<file path="config.mk">
export PLATFORM = sky130hd
export DESIGN_NAME = frame_assembler
export DESIGN_NICKNAME = d
export VERILOG_FILES = /design/src/rtl/frame_assembler.sv
export SDC_FILE = /design/constraint.sdc
export NUM_CORES = 1
export LEC_CHECK = 0
export ABC_AREA = 1
export CORE_ASPECT_RATIO = 0.6
export CORE_MARGIN = 10
export CORE_UTILIZATION = 40
export DETAILED_ROUTE_END_ITERATION = 10
export GPL_TIMING_DRIVEN = 0
export SYNTH_ARGS = -nofsm -noshare
export SYNTH_HDL_FRONTEND = slang
export SYNTH_SLANG_ARGS = --single-unit
</file>
<file path="constraint.sdc">
create_clock -name clk -period 5.25 [get_ports clk]
set_input_delay 1.05 -clock clk [delete_from_list [all_inputs] [get_ports clk]]
set_output_delay 1.05 -clock clk [all_outputs]
set_load 0.01 [all_outputs]
</file>
<file path="src/rtl/frame_assembler.sv">
// frame_assembler: serializes one MP3 frame into a single byte stream.
// Byte order is header (4), CRC (0 or 2), side info (17 or 32), then main
// data for the rest of frame_size. This is the inverse of the decode-path
// frame byte demultiplexer.
//
// Optional feature: define MAIN_PAD_EN to enable main-data padding. When it
// is enabled, a main byte accepted with main_last=1 stops sourcing from the
// main stream. The rest of the frame is then filled with 0x00 bytes.
//
// Ports:
//   clk, rst                 clock, asynchronous active-low reset
//   frame_start              one-cycle pulse; latches header_word, mode, prot,
//                            frame_size and crc_word
//   header_word[31:0]        header bytes, MSB byte first
//   mode[1:0]                channel mode (3 = mono, 17 side bytes)
//   prot                     1 = no CRC, 0 = 2 CRC bytes
//   frame_size[10:0]         total frame bytes including header
//   crc_word[15:0]           CRC, MSB byte first
//   side_axiiv/d/r           side-info byte source (valid/data/ready)
//   main_axiiv/d/r           main-data byte source (valid/data/ready)
//   main_last                last available main byte (MAIN_PAD_EN only)
//   axiov/axiod/axior        output byte stream (valid/data/ready)
//   busy                     high from accepted frame_start until frame_done
//   frame_done               pulse when the final frame byte is accepted
//   size_err                 pulse when frame_start is rejected
module frame_assembler #(
    parameter int unsigned HDR_BYTES = 4,
    parameter int unsigned MAX_FRAME = 1441
) (
    input  logic        clk,
    input  logic        rst,
    input  logic        frame_start,
    input  logic [31:0] header_word,
    input  logic [1:0]  mode,
    input  logic        prot,
    input  logic [10:0] frame_size,
    input  logic [15:0] crc_word,
    input  logic        side_axiiv,
    input  logic [7:0]  side_axiid,
    output logic        side_axiir,
    input  logic        main_axiiv,
    input  logic [7:0]  main_axiid,
    output logic        main_axiir,
    input  logic        main_last,
    output logic        axiov,
    output logic [7:0]  axiod,
    input  logic        axior,
    output logic        busy,
    output logic        frame_done,
    output logic        size_err
);

    localparam int unsigned CW = 11;

    typedef enum logic [2:0] {
        S_IDLE,
        S_HDR,
        S_CRC,
        S_SIDE,
        S_MAIN
    } state_t;

    state_t        state, state_nxt;
    logic [CW-1:0] cnt, cnt_nxt;

    logic [31:0]   hdr_q;
    logic [15:0]   crc_q;
    logic          has_crc;
    logic [CW-1:0] side_len_q;
    logic [CW-1:0] main_len_q;
    logic          last_q;

    logic          can_load_c;
    logic          load_c;
    logic [7:0]    load_data_c;
    logic          last_load_c;
    logic          start_ok_c;
    logic          start_bad_c;
    logic [CW-1:0] crc_len_c;
    logic [CW-1:0] side_len_c;
    logic [CW-1:0] min_len_c;
    logic [CW-1:0] main_len_c;

`ifdef MAIN_PAD_EN
    logic          pad_q;
    logic          pad_set_c;
`else
    logic          unused_main_last;
    assign unused_main_last = main_last;
`endif

    // Section lengths derived from the frame_start inputs.
    always_comb begin
        crc_len_c  = prot ? CW'(0) : CW'(2);
        side_len_c = (mode == 2'd3) ? CW'(17) : CW'(32);
        min_len_c  = CW'(HDR_BYTES) + crc_len_c + side_len_c;
        main_len_c = frame_size - min_len_c;
    end

    // The output register may take a new byte when empty or being drained.
    assign can_load_c = !axiov || axior;

    // State register.
    always_ff @(posedge clk or negedge rst) begin
        if (!rst) begin
            state <= S_IDLE;
            cnt   <= '0;
        end else begin
            state <= state_nxt;
            cnt   <= cnt_nxt;
        end
    end

    // Next-state, byte selection and source readies.
    always_comb begin
        state_nxt   = state;
        cnt_nxt     = cnt;
        load_c      = 1'b0;
        load_data_c = 8'h00;
        last_load_c = 1'b0;
        start_ok_c  = 1'b0;
        start_bad_c = 1'b0;
        side_axiir  = 1'b0;
        main_axiir  = 1'b0;
`ifdef MAIN_PAD_EN
        pad_set_c   = 1'b0;
`endif
        case (state)
            S_IDLE: begin
                // busy is still high here while the final byte drains.
                if (frame_start && !busy) begin
                    if (frame_size < min_len_c || frame_size > CW'(MAX_FRAME)) begin
                        start_bad_c = 1'b1;
                    end else begin
                        start_ok_c = 1'b1;
                        state_nxt  = S_HDR;
                        cnt_nxt    = '0;
                    end
                end
            end
            S_HDR: begin
                if (can_load_c) begin
                    load_c      = 1'b1;
                    load_data_c = hdr_q[31:24];
                    if (cnt == CW'(HDR_BYTES - 1)) begin
                        cnt_nxt   = '0;
                        state_nxt = has_crc ? S_CRC : S_SIDE;
                    end else begin
                        cnt_nxt = cnt + CW'(1);
                    end
                end
            end
            S_CRC: begin
                if (can_load_c) begin
                    load_c      = 1'b1;
                    load_data_c = crc_q[15:8];
                    if (cnt == CW'(1)) begin
                        cnt_nxt   = '0;
                        state_nxt = S_SIDE;
                    end else begin
                        cnt_nxt = cnt + CW'(1);
                    end
                end
            end
            S_SIDE: begin
                side_axiir = can_load_c;
                if (side_axiiv && can_load_c) begin
                    load_c      = 1'b1;
                    load_data_c = side_axiid;
                    if (cnt == side_len_q - CW'(1)) begin
                        cnt_nxt = '0;
                        if (main_len_q == '0) begin
                            state_nxt   = S_IDLE;
                            last_load_c = 1'b1;
                        end else begin
                            state_nxt = S_MAIN;
                        end
                    end else begin
                        cnt_nxt = cnt + CW'(1);
                    end
                end
            end
            S_MAIN: begin
`ifdef MAIN_PAD_EN
                if (pad_q) begin
                    load_c      = can_load_c;
                    load_data_c = 8'h00;
                end else begin
                    main_axiir  = can_load_c;
                    load_c      = main_axiiv && can_load_c;
                    load_data_c = main_axiid;
                    // Padding starts only if bytes remain after this one.
                    if (load_c && main_last && (cnt != main_len_q - CW'(1))) begin
                        pad_set_c = 1'b1;
                    end
                end
`else
                main_axiir  = can_load_c;
                load_c      = main_axiiv && can_load_c;
                load_data_c = main_axiid;
`endif
                if (load_c) begin
                    if (cnt == main_len_q - CW'(1)) begin
                        cnt_nxt     = '0;
                        state_nxt   = S_IDLE;
                        last_load_c = 1'b1;
                    end else begin
                        cnt_nxt = cnt + CW'(1);
                    end
                end
            end
            default: begin
                state_nxt = S_IDLE;
                cnt_nxt   = '0;
            end
        endcase
    end

    // Frame context, output register and status pulses.
    always_ff @(posedge clk or negedge rst) begin
        if (!rst) begin
            hdr_q      <= '0;
            crc_q      <= '0;
            has_crc    <= 1'b0;
            side_len_q <= '0;
            main_len_q <= '0;
            last_q     <= 1'b0;
            axiov      <= 1'b0;
            axiod      <= 8'h00;
            busy       <= 1'b0;
            frame_done <= 1'b0;
            size_err   <= 1'b0;
`ifdef MAIN_PAD_EN
            pad_q      <= 1'b0;
`endif
        end else begin
            frame_done <= 1'b0;
            size_err   <= start_bad_c;

            if (start_ok_c) begin
                hdr_q      <= header_word;
                crc_q      <= crc_word;
                has_crc    <= !prot;
                side_len_q <= side_len_c;
                main_len_q <= main_len_c;
                busy       <= 1'b1;
                last_q     <= 1'b0;
`ifdef MAIN_PAD_EN
                pad_q      <= 1'b0;
`endif
            end

            // Header and CRC are shifted out MSB byte first.
            if (load_c && state == S_HDR) begin
                hdr_q <= {hdr_q[23:0], 8'h00};
            end
            if (load_c && state == S_CRC) begin
                crc_q <= {crc_q[7:0], 8'h00};
            end

`ifdef MAIN_PAD_EN
            if (pad_set_c) begin
                pad_q <= 1'b1;
            end
`endif

            if (load_c) begin
                axiov <= 1'b1;
                axiod <= load_data_c;
            end else if (axior) begin
                axiov <= 1'b0;
            end

            // last_q marks that the byte in the output register ends the frame.
            if (last_load_c) begin
                last_q <= 1'b1;
            end
            if (axiov && axior && last_q) begin
                last_q     <= 1'b0;
                frame_done <= 1'b1;
                busy       <= 1'b0;
            end
        end
    end

endmodule
</file>
==> impl_metrics.tcl, run 1 <==
set metrics [dict create \
    num-fill-cells 1207 \
    grt_usage_pct 17.66 \
    dieArea_um2 17840 \
    grt_overflow 0 \
    ios 99 \
    ant_nets 0 \
    min_from "hdr_q[27]" \
    dr.max_layer_used "met4" \
    critPathSlowestCell "clkdlybuf4s50_1" \
    slew_headroom_pct 53.88 \
    drcViolationCount 0 \
    cts_setup_buffers 0 \
    met1_length_um 8662 \
    cp.arrival_ps 2770 \
    synth_fp_nets 766 \
    worst-path-stages 5 \
    rsz0062_at_grt "no" \
    critPathLaunchType "input port" \
    r2r_start "state[1]" \
    cp_num_buf_inv 3 \
    dp_hpwl_um 12490 \
    antenna_found_initial 0 \
    numClockSinks 89 \
    period_needed_ps 3819 \
    start_util_pct 41.68 \
    vias 5009 \
    ys_types 38 \
    grt_pass1_vias 4701 \
    crit_type "input port to output port" \
    cp_common_cell "clkdlybuf4s50_1" \
    ys_warn_count 0 \
    r2r_cells 6 \
    crit_fanout 10 \
    rows 31 \
    die_width_um 165.9 \
    io_buffers 97 \
    setup.worst_path.start "axior" \
    ys_async_sr_fraction_pct 100.0 \
    hold_path_class "flip-flop to flip-flop" \
    clk_latency_ps 360 \
    hold_viol 0 \
    place_congestion 0.8858 \
    clkTransAtPathRegs_ps 70 \
    crit_path_end_kind "output port" \
    stdcell_count 951 \
    synth_flop_cell "dfrtp_1" \
    endpoint "main_axiir" \
    cts_buffer_depth 2 \
    wl_met2_um 5837 \
    syn2layout_area_growth_pct 29.41 \
    die_y_um 107.5 \
    drtPass1Iterations 5 \
    avgSynthCellArea_um2 7.602 \
    crit_family "buffers and inverters" \
    cap_viol_max_count 0 \
    regToRegSetupSlack_ps 2650 \
    grt_start_max_net_pins 67 \
    cts_resized 0 \
    wl_per_cell_um 16.51 \
    cts_htree_levels 3 \
    routed_wl_um 15700 \
    placed_cells 935 \
    dr_wl_met3_um 1029 \
    core_area_um2 12260 \
    tightestPinTransition_ps 686.5 \
    ys_seq_area_share_pct 43.60 \
    drive_above_1_share_pct 6.743 \
    synth_area_um2 5109 \
    synthCells 672 \
    numCtsBuffers 9 \
    crit_required_ps 4200 \
    grt_pass1_wl_um 25680 \
    finalSetupViolations 0 \
    nets 875 \
    cpPeakStageDelay_ps 520 \
    period_share_pct 72.75 \
    ir_drop_mv 0.1600 \
    pwr_density_cell_nw_per_um2 224.6 \
    cts_tree "done" \
    ctsHoldBuffers 0 \
    r2r-end "hdr_q[30]" \
    power.leakage_nw 3.027 \
    status "finished clean" \
    via_per_inst 5.267 \
    synth-edff-count 0 \
    cts_root_buf "clkbuf_16" \
    max_freq_mhz 261.8 \
    crit_chain "clkdlybuf4s50_1, nor2_2, clkbuf_1, nor2_1, clkdlybuf4s50_1" \
    slew_violations 0 \
    place_area_um2 6311 \
    skew_ps 10.11 \
    diodes 0 \
    first_iter_violations 421 \
    fin_area_um2 6611 \
    ys_ff_latch 89 \
]
## worst min-delay path by stage
stage	endpoint	slack, ps	depth (start not counted)
CTS	hdr_q[23]	490	2
global placement	hdr_q[15]	470	2
detailed placement	hdr_q[23]	470	2
global route	hdr_q[19]	510	2
floorplan	hdr_q[24]	450	2
finish	hdr_q[27]	480	2
## flip-flops by register name, summed over array words and instances, names as in the netlist
name        count
busy            1
cnt            11
last_q          1
main_len_q     11
crc_q          16
side_len_q      2
has_crc         1
axiod           8
axiov           1
state           3
size_err        1
hdr_q          32
frame_done      1
## area by class of cell
cell class                      instances  area (um^2)  share of cell area [%]
Multi-Input combinational cell        485         2500                   37.81
Clock buffer                            9        225.2                   3.407
Tap cell                              165        206.4                   3.123
Clock inverter                          7        75.07                   1.136
Buffer                                 27        115.1                   1.741
Sequential cell                        89         2227                   33.69
Timing Repair Buffer                   98        996.0                   15.06
Inverter                               71        266.5                   4.031
## per-layer routing
layer	track usage [%]	up-vias
li1	-	2451
met3	4.449	14
met1	28.07	2368
met5	0	-
met2	22.44	176
met4	3.841	0
## worst register-to-register path: stages (launching register included)
cell      delay (ps)
dfrtp_1          470
nor3_1           610
nand2_1          180
nor2_2           380
clkbuf_1         560
nand3_1          210
nand3_1          130
## cells in the final DEF (no fill, tap or decap), drive strengths merged, types with 2 or more instances in the layout
cell type and instances:
a21oi 7, a22o 14, a22oi 9, a31oi 16, buf 13, clkbuf 25, clkdlybuf4s50 96, clkinv 4
dfrtp 89, ha 8, inv 73, nand2 172, nand3 99, nand3b 3, nand4 8, nor2 68
nor3 17, nor3b 2, o211ai 8, o21ai 26, or2 2, xnor2 11, xor2 10
## metrics by stage
| stage | setup TNS, ps | total power [mW] | hold slack [ps] | worst slack [ps] | utilization (%) |
|---|---|---|---|---|---|
| after floorplan | 0 | 0.7404 | 451.9 | 2379 | - |
| after global placement | -21660 | 0.8415 | 465.9 | -253.1 | 51.29 |
| after detailed placement | 0 | 0.8461 | 471.4 | 1400 | 51.49 |
| after CTS | 0 | 1.498 | 489.0 | 1426 | 53.94 |
| after global routing | 0 | 1.543 | 511.1 | 1328 | 53.94 |
| final | 0 | 1.485 | 483.8 | 1431 | 53.94 |
## power by group
part           leakage (nW)  switching (mW)  internal (mW)
clock network         0.144           0.317          0.337
logic                  1.74          0.0555         0.0813
registers              1.14         0.00332          0.691
## logic make-up (layout without fill, tap and decap cells)
logic type               Yosys count  count (layout)  share of synthesized area, %
AO/OA/AOI/OAI                     83              83                         10.87
XOR/XNOR                          21              21                         3.600
adder cells (fa/ha/maj)            9               9                         2.351
buffers and inverters             98             212                         7.470
flip-flops                        89              89                         43.60
multiplexers                       1               1                        0.1959
AND/OR/NAND/NOR                  371             371                         31.91
## synth_stat cells, types with 2 or more instances
library cell / count / area share (%)
ha_1: 8 / 2.0
a21oi_1: 6 / 0.59
o21ai_0: 18 / 1.8
nor3b_1: 2 / 0.29
nand4_1: 8 / 0.98
o211ai_1: 8 / 1.2
a22oi_1: 9 / 1.3
buf_2: 11 / 1.1
nor2_1: 63 / 4.6
inv_1: 60 / 4.4
xnor2_1: 11 / 1.9
a22o_1: 14 / 2.4
nand3_1: 98 / 9.6
a31oi_1: 16 / 2.0
dfrtp_1: 89 / 44
inv_2: 10 / 0.73
o21ai_1: 7 / 0.69
clkbuf_1: 16 / 1.2
nor3_1: 15 / 1.5
xor2_1: 10 / 1.7
nand2_1: 170 / 12
or2_2: 2 / 0.24
nor2_2: 4 / 0.49
nand3b_1: 3 / 0.44
(Power assumes the default switching activity.)
==> run 2: changes to the inputs <==
--- a/config.mk
+++ b/config.mk
@@ -11,6 +11,7 @@
 export CORE_UTILIZATION = 40
 export DETAILED_ROUTE_END_ITERATION = 10
 export GPL_TIMING_DRIVEN = 0
+export PLACE_DENSITY = 0.67
 export SYNTH_ARGS = -nofsm -noshare
 export SYNTH_HDL_FRONTEND = slang
 export SYNTH_SLANG_ARGS = --single-unit
==> constraint.sdc (replaced) <==
create_clock -name clk -period 3.24 [get_ports clk]
set_input_delay 0.648 -clock clk [delete_from_list [all_inputs] [get_ports clk]]
set_output_delay 0.648 -clock clk [all_outputs]
set_load 0.01 [all_outputs]
==> impl_metrics.tcl, run 2 (same netlist as run 1, synthesis figures left out) <==
set metrics [dict create \
    cts_buffer_depth 2 \
    ant_nets 0 \
    syn2layout_area_growth_pct 29.15 \
    fin_area_um2 6598 \
    crit_required_ps 3470 \
    grt_start_max_net_pins 69 \
    switching_share_pct 23.78 \
    switchingPower_mw 0.5557 \
    drive_above_1_share_pct 6.743 \
    drtPass1Iterations 5 \
    dp_hpwl_um 12660 \
    grt_pass1_wl_um 25700 \
    crit_path_end_kind "flip-flop" \
    place_area_um2 6311 \
    rows 31 \
    cts_htree_levels 3 \
    pwr_density_cell_nw_per_um2 354.3 \
    drcViolationCount 0 \
    grt_pass1_vias 4861 \
    clk_latency_ps 340 \
    crit_type "input port to flip-flop" \
    start_util_pct 41.68 \
    rsz0062_at_grt "no" \
    ctsHoldBuffers 0 \
    numCtsBuffers 9 \
    hold_slack_ps 207.0 \
    num-fill-cells 1204 \
    routed_wl_um 15750 \
    tightestPinTransition_ps 779.8 \
    via_per_inst 5.301 \
    diodes 0 \
    seq_power_share_pct 48.2 \
    slew_violations 0 \
    slew_headroom_pct 47.61 \
    cp_common_cell "nand2_1" \
    antenna_found_initial 0 \
    wl_per_cell_um 16.56 \
    stdcell_count 951 \
    critPathLaunchType "input port" \
    post-place-ws_ps -203.6 \
    p_total_mw 2.337 \
    final_util_pct 53.83 \
    status "finished clean" \
    grt_overflow 0 \
    numClockSinks 89 \
    most-common-layout-cells "nand2_1, nand3_1, clkdlybuf4s50_1, dfrtp_1, nor2_1" \
    hold_viol 0 \
    clkPwrFrac_pct 42.4 \
    first_iter_violations 546 \
    cap_viol_max_count 0 \
    cts_root_buf "clkbuf_16" \
    p_comb_share_pct 9.5 \
    p_int_mw 1.782 \
    period_needed_ps 2943 \
    skew_ps 5.202 \
    mostFrequentLayoutCell "nand2_1" \
    vias 5041 \
    ir_drop_mv 0.2583 \
    largest_registers "hdr_q x32, crc_q x16" \
    setup_tns_ps 0 \
    crit_fanout 10 \
    power.leakage_nw 3.020 \
    place_congestion 0.8830 \
    die_width_um 165.9 \
    dieArea_um2 17840 \
    core_area_um2 12260 \
    cpPeakStageDelay_ps 400 \
    hold_path_class "input port to async pin" \
    io_buffers 97 \
    largest_register_ffs 32 \
    period_share_pct 90.84 \
    die_y_um 107.5 \
    crit_chain "clkdlybuf4s50_1, nand2_1, inv_1, ha_1, nand2_1, nor3_1, nand2_1, nand3_1, nand2_1, nor2_4, inv_2, nand2_1, inv_2, buf_2, a22o_1" \
    max_freq_mhz 339.8 \
    clkTransAtPathRegs_ps 70 \
    finalSetupViolations 0 \
    worst_slack_ps 296.8 \
    ios 99 \
    grt_usage_pct 17.48 \
    cts_tree "done" \
    cp.arrival_ps 3170 \
    nets 875 \
    placed_cells 935 \
    critPathSlowestCell "clkdlybuf4s50_1" \
    regMostFlops "hdr_q" \
]
-- run 2: changes by cell type in the layout (fill, tap and decap cells not counted) --
cell      delta
inv_8        -3
nor2_2       -1
clkinv_4     +1
clkbuf_2     +1
clkinv_8     -1
inv_6        +2
nor2_4       +1
-- run 2: power groups by stage --
stage                     clock, mW  sequential (mW)  combinational [mW]
after detailed placement          0             1.15               0.223
final                         0.990             1.13               0.221
after CTS                      1.01             1.13               0.224
after global routing           1.05             1.13               0.242
after global placement            0             1.15               0.217
after floorplan                   0             1.15              0.0481
-- run 2: critical path, delay by kind of cell --
family | cells | cell delay [ps]
AO/OA/AOI/OAI | 1 | 210
adder cells (fa/ha/maj) | 1 | 360
buffers and inverters | 5 | 920
AND/OR/NAND/NOR | 8 | 1040
-- run 2: path summary, 6_finish.rpt --
check | from | to | slack [ps] | depth (start not counted)
setup / recovery | mode[0] | hdr_q[5] | 300 | 15
hold reg to reg | hdr_q[19] | hdr_q[19] | 480 | 2
hold / removal | rst | axiov | 210 | 1
min in group clk | hdr_q[19] | hdr_q[19] | 480 | 2
max in group asynchronous | rst | cnt[2] | 2400 | 2
setup reg to reg | state[1] | hdr_q[5] | 730 | 8
-- run 2: layout make-up --
| type | count | area, um^2 | share of cell area (%) |
|---|---|---|---|
| plain buffers | 27 | 116.4 | 1.764 |
| flip-flops and latches | 89 | 2227 | 33.76 |
| inverters | 71 | 266.5 | 4.039 |
| multi-input cells | 485 | 2505 | 37.97 |
| repair buffers | 98 | 996.0 | 15.10 |
| well taps | 165 | 206.4 | 3.129 |
| clock buffers | 10 | 229.0 | 3.471 |
| clock inverters | 6 | 51.30 | 0.7775 |
-- run 2: repair_timing --
| item | 4_1_cts | 5_1_grt |
|---|---|---|
| gates resized for setup | 0 | 3 |
| endpoints found under the setup margin | 0 | 25 |
| hold endpoints to repair | 0 | 0 |
| buffers inserted | 0 | 0 |
-- run 2: layer usage --
metal / GRT usage [%] / wire (um) / up-vias
met3: 4.595 / 1312 / 14
met4: 3.652 / 152 / 0
met1: 26.20 / 7950 / 2368
li1: - / - / 2451
met2: 24.23 / 6331 / 208
met5: 0 / 0 / -
==> run 3: changes to the inputs <==
--- a/config.mk
+++ b/config.mk
@@ -9,6 +9,7 @@
 export CORE_ASPECT_RATIO = 0.6
 export CORE_MARGIN = 10
 export CORE_UTILIZATION = 40
+export CTS_CLUSTER_DIAMETER = 40
 export DETAILED_ROUTE_END_ITERATION = 10
 export GPL_TIMING_DRIVEN = 0
 export PLACE_DENSITY = 0.67
==> results of run 3 <==
Same layout as run 2: the final DEF is identical, and so are final timing and power.
